$ cat config.mk
export PLATFORM = sky130hd
export DESIGN_NAME = memory_controller
export DESIGN_NICKNAME = d
export VERILOG_FILES = /design/src/rtl/memory_controller.sv
export SDC_FILE = /design/constraint.sdc
export NUM_CORES = 1
export LEC_CHECK = 0
export CAP_MARGIN = 20
export CORE_ASPECT_RATIO = 1.75
export CORE_MARGIN = 3
export CORE_UTILIZATION = 30
export DETAILED_ROUTE_END_ITERATION = 8
export PLACE_DENSITY = 0.54
export SYNTH_ARGS = -nofsm -noshare
export SYNTH_HDL_FRONTEND = slang
export SYNTH_SLANG_ARGS = --single-unit
$ cat constraint.sdc
create_clock -name clk -period 2.9 [get_ports clk]
set_clock_uncertainty 0.2 [all_clocks]
set_input_delay 0.29 -clock clk [delete_from_list [all_inputs] [get_ports clk]]
set_output_delay 0.29 -clock clk [all_outputs]
set_load 0.01 [all_outputs]
$ cat src/rtl/memory_controller.sv
// memory_controller: arbitrates load/store and instruction-fetch requests and
// serializes each access into byte transfers on a byte-wide RAM port.
module memory_controller (
  input  logic        clk,
  input  logic        rst,
  input  logic        lsb_request_in,
  input  logic        lsb_store_in,
  input  logic [1:0]  lsb_size_in,
  input  logic        lsb_signed_in,
  input  logic [31:0] lsb_addr_in,
  input  logic [31:0] lsb_data_in,
  output logic        lsb_done_out,
  output logic [31:0] lsb_data_out,
  input  logic        if_request_in,
  input  logic [31:0] if_addr_in,
  output logic        if_done_out,
  output logic [31:0] if_inst_out,
  input  logic        flush_in,
  input  logic [7:0]  mem_din_in,
  output logic [7:0]  mem_dout_out,
  output logic [31:0] mem_a_out,
  output logic        mem_wr_out
);

  typedef enum logic [2:0] {
    IDLE,
    IF_READ,
    LSB_READ,
    LSB_WRITE,
    DONE
  } state_t;

  state_t      state;
  logic [31:0] addr_q;
  logic [31:0] data_q;
  logic [31:0] buf_q;
  logic [1:0]  size_q;
  logic        signed_q;
  logic [2:0]  step_q;

  logic [2:0]  nbytes;
  logic [2:0]  step_next;
  logic [31:0] assembled;
  logic [31:0] load_ext;
  logic [31:0] wr_shift;

  // Byte count, final-byte merge with the live RAM data, and load extension.
  always_comb begin
    step_next = step_q + 3'd1;
    case (size_q)
      2'b00:   nbytes = 3'd1;
      2'b01:   nbytes = 3'd2;
      default: nbytes = 3'd4;
    endcase
    // The last byte arrives on the same edge the result is registered,
    // so it is merged straight from mem_din_in instead of from buf_q.
    assembled = buf_q;
    case (nbytes)
      3'd1:    assembled[7:0]   = mem_din_in;
      3'd2:    assembled[15:8]  = mem_din_in;
      default: assembled[31:24] = mem_din_in;
    endcase
    case (size_q)
      2'b00:   load_ext = signed_q ? {{24{assembled[7]}}, assembled[7:0]}
                                   : {24'h000000, assembled[7:0]};
      2'b01:   load_ext = signed_q ? {{16{assembled[15]}}, assembled[15:0]}
                                   : {16'h0000, assembled[15:0]};
      default: load_ext = assembled;
    endcase
    wr_shift = data_q >> {step_next, 3'b000};
  end

  // Main controller FSM; all outputs registered.
  always_ff @(posedge clk) begin
    if (rst) begin
      state        <= IDLE;
      addr_q       <= '0;
      data_q       <= '0;
      buf_q        <= '0;
      size_q       <= '0;
      signed_q     <= 1'b0;
      step_q       <= '0;
      lsb_done_out <= 1'b0;
      lsb_data_out <= '0;
      if_done_out  <= 1'b0;
      if_inst_out  <= '0;
      mem_dout_out <= '0;
      mem_a_out    <= '0;
      mem_wr_out   <= 1'b0;
    end else begin
      lsb_done_out <= 1'b0;
      if_done_out  <= 1'b0;
      case (state)
        IDLE: begin
          step_q <= '0;
          buf_q  <= '0;
          if (!flush_in) begin
            if (lsb_request_in) begin
              addr_q    <= lsb_addr_in;
              data_q    <= lsb_data_in;
              size_q    <= lsb_size_in;
              signed_q  <= lsb_signed_in;
              mem_a_out <= lsb_addr_in;
              if (lsb_store_in) begin
                mem_wr_out   <= 1'b1;
                mem_dout_out <= lsb_data_in[7:0];
                state        <= LSB_WRITE;
              end else begin
                state <= LSB_READ;
              end
            end else if (if_request_in) begin
              addr_q    <= if_addr_in;
              size_q    <= 2'b10;
              signed_q  <= 1'b0;
              mem_a_out <= if_addr_in;
              state     <= IF_READ;
            end
          end
        end
        IF_READ, LSB_READ: begin
          if (flush_in) begin
            mem_a_out    <= '0;
            mem_wr_out   <= 1'b0;
            mem_dout_out <= '0;
            state        <= IDLE;
          end else begin
            step_q <= step_next;
            // Issue runs one step ahead of capture: at step s the address
            // for byte s+1 goes out while byte s-1 is captured.
            if (step_next < nbytes) mem_a_out <= addr_q + 32'(step_next);
            else                    mem_a_out <= '0;
            case (step_q)
              3'd1:    buf_q[7:0]   <= mem_din_in;
              3'd2:    buf_q[15:8]  <= mem_din_in;
              3'd3:    buf_q[23:16] <= mem_din_in;
              3'd4:    buf_q[31:24] <= mem_din_in;
              default: ;
            endcase
            if (step_q == nbytes) begin
              if (state == IF_READ) begin
                if_inst_out <= assembled;
                if_done_out <= 1'b1;
              end else begin
                lsb_data_out <= load_ext;
                lsb_done_out <= 1'b1;
              end
              state <= DONE;
            end
          end
        end
        LSB_WRITE: begin
          step_q <= step_next;
          if (step_next < nbytes) begin
            mem_a_out    <= addr_q + 32'(step_next);
            mem_dout_out <= wr_shift[7:0];
          end else begin
            mem_a_out    <= '0;
            mem_dout_out <= '0;
            mem_wr_out   <= 1'b0;
            lsb_done_out <= 1'b1;
            state        <= DONE;
          end
        end
        DONE: begin
          state <= IDLE;
        end
        default: state <= IDLE;
      endcase
    end
  end

endmodule

==> reports/qor.yml <==
outcome:
  status: "complete, no violations"
power_and_ir_drop:
  powerDensity_nw_per_um2: 573
  clkPwrFrac_pct: 38.7
  p_sw_share_pct: 26.8
  pwr-share-comb_pct: 18.1
  p_int_mw: 5.51
  leakagePower_nw: 4.80
  sequentialPowerShare_pct: 43.2
  p_total_mw: 7.53
  ir_drop_uv: 353
  switchingPower_mw: 2.02
logic_synthesis:
  synthXorXnorAreaFrac_pct: 2.38
  synth_top_family_by_area: "simple AND/OR/NAND/NOR gates"
  synth_compound_gate_area_share_pct: 18.0
  synth_cell_types: 60
  synth_mux_area_share_pct: 10.5
  synth_nets: 1223
  syn_area_per_cell_um2: 8.71
  synth-simple-area-share_pct: 18.9
  netlist_area_um2: 9560
  netlist_instances: 1098
  yosys_warnings: 0
  yosysSeqAreaShare_pct: 44.4
  synth-main-ff-cell: "dfxtp_1"
  ys_ff_latch: 212
  yosys.area_share.adder_pct: 1.65
  synth-edff-count: 0
  synthArstFlopShare_pct: 0
clock_network:
  root_buffer: "clkbuf_16"
  cts_sinks: 212
  htreeDepth: 1
  cts-buffers-inserted: 22
  cts_buffer_depth: 3
  cts_tree: "done"
  clk-insertion-delay-late_ps: 510
  clkSlewWorstSetupHoldPaths_ps: 60
placed_design:
  dpl_cell_area_um2: 12300
  port_buffers: 219
  dp_hpwl_mm: 23.9
  gp_congestion: 0.832
sta:
  clock.fmax_ghz: 0.374
  hold_slack_ps: 135
  hold_viol_final: 0
  setup_viol: 0
  tightest_slew_ps: 874
  slew_violations: 0
  relSlewSlack_pct: 41.7
  rsz0062_at_grt: "no"
  post-route-period-util_pct: 92.1
  min_period_ps: 2670
  fin_tns_setup_ps: 0
floorplanning:
  pin_count: 220
  die_h_um: 242
  dieArea_um2: 34100
  core_area_um2: 31100
  die_w_um: 141
  initial_utilization_pct: 30.8
  rows: 85
route:
  wl_mm: 31.6
  first_pass_iters: 5
  ant_nets: 0
  viasPerCell: 5.06
  vias: 8692
  routedWlPerCell_um: 18.4
  drc_errors: 0
  drt_iter0_drc: 442
grt:
  overflow: 0
  track_usage_pct: 17.8
  grt_pass1_wl_mm: 48.7
  grt_antenna_before_repair: 1
  grt_pass1_vias: 8447
  grt_max_degree: 91
flow_run:
  max-cap-violations: 0
critical_path:
  cp-start-kind: "flip-flop"
  worstPathArrival_ps: 2910
  path_max_fanout: 11
  crit_required_ps: 3140
  end_kind: "flip-flop"
  crit_type: "flip-flop to flip-flop"
finish:
  layout_commonest_cell: "clkdlybuf4s50_1"
  final_layout_size_suffix_gt1_share_pct: 9.50
  synthToLayoutAreaGrowth_pct: 37.4
  final_cell_mix: "217 x clkdlybuf4s50_1, 212 x dfxtp_1, 174 x nor2_1"
  diodes: 0
  final_nets: 1437
  fillerInstances: 3138
  postLayoutCellArea_um2: 13100
worst_hold_path:
  hold_class: "input port to flip-flop"
## repair_timing
item	4_1_cts	5_1_grt
hold endpoints to repair	16	0
buffers inserted	0	1
endpoints found under the setup margin	0	28
hold buffers	2	0
resized for setup	0	5
## metrics by stage
stage,util [%],worst slack [ps],cells
2_1_floorplan,-,55.9,1098
3_3_place_gp,39.8,124,1676
3_5_place_dp,39.8,98.7,1676
4_1_cts,42.2,63.4,1717
5_1_grt,42.3,16.6,1718
6_report,42.3,229,1718
## per-layer routing
layer  share of wire (%)  routed length [um]  track usage (%)
met1                  36               11500             19.1
met2                  56               17700             35.1
met4                 3.5                1090             6.27
met5               0.041                  13                0
met3                 4.1                1300             2.03
## worst max-delay path, stage by stage, from the launching register on
cell and delay, ps:
dfxtp_1 350, buf_6 180, inv_1 80, ha_1 380, ha_1 300, nand3_1 140
a21oi_2 270, nand4_1 140, or3b_1 390, a31oi_1 160
## Yosys cell counts (12+ instances only)
cell type | count | share of area, %
a211oi_1 | 59 | 4.6
a21oi_1 | 85 | 4.5
a311oi_1 | 22 | 2.0
buf_2 | 20 | 1.0
clkbuf_1 | 49 | 1.9
dfxtp_1 | 212 | 44
mux2i_1 | 76 | 8.0
nand2_1 | 141 | 5.5
nand3_1 | 12 | 0.63
nand4_1 | 15 | 0.98
nor2_1 | 174 | 6.8
o21ai_0 | 34 | 1.8
xnor2_1 | 14 | 1.3
xor2_1 | 12 | 1.1
## layout make-up
cell class | count | area, um2 | area share, %
Inverter | 13 | 48.8 | 0.372
Multi-Input combinational cell | 796 | 4960 | 37.8
Sequential cell | 212 | 4240 | 32.3
Tap cell | 391 | 489 | 3.73
Clock inverter | 6 | 80.1 | 0.610
Clock buffer | 33 | 663 | 5.05
Timing Repair Buffer | 267 | 2650 | 20.1
## flip-flops by register name (all words and copies together) (netlist names)
| signal | cells |
|---|---|
| data_q | 32 |
| signed_q | 1 |
| mem_dout_out | 8 |
| size_q | 2 |
| mem_wr_out | 1 |
| if_inst_out | 32 |
| buf_q | 32 |
| lsb_data_out | 32 |
| addr_q | 32 |
| state | 3 |
| if_done_out | 1 |
| lsb_done_out | 1 |
| mem_a_out | 32 |
| step_q | 3 |
## power groups by stage
stage / clock, mW / sequential (mW) / combinational [mW]
2_1_floorplan: 0 / 3.29 / 0.710
3_3_place_gp: 0 / 3.31 / 1.36
3_5_place_dp: 0 / 3.31 / 1.37
4_1_cts: 3.01 / 3.25 / 1.38
5_1_grt: 3.10 / 3.27 / 1.49
6_report: 2.91 / 3.25 / 1.36
## worst paths after layout
check / end / cells past startpoint / slack [ps] / start
worst max-delay path: mem_a_out[13]$_SDFFE_PP0P_ / 9 / 230 / step_q[0]$_SDFFE_PP0P_
worst min-delay path: data_q[11]$_SDFFE_PP0P_ / 3 / 130 / lsb_data_in[11]
worst max register to register: mem_a_out[13]$_SDFFE_PP0P_ / 9 / 230 / step_q[0]$_SDFFE_PP0P_
worst min register to register: data_q[6]$_SDFFE_PP0P_ / 2 / 250 / data_q[6]$_SDFFE_PP0P_
## logic make-up (layout without fill, tap and decap cells)
group / count (synthesis) / in the layout
and+or+nand+nor: 409 / 409
AOI/OAI and AO/OA: 259 / 259
xor gates and xnor gates: 26 / 26
buffers and inverters: 90 / 319
DFF: 212 / 212
muxes: 90 / 90
adders and majority gates: 12 / 12
Power figures use the tool's default switching activity.
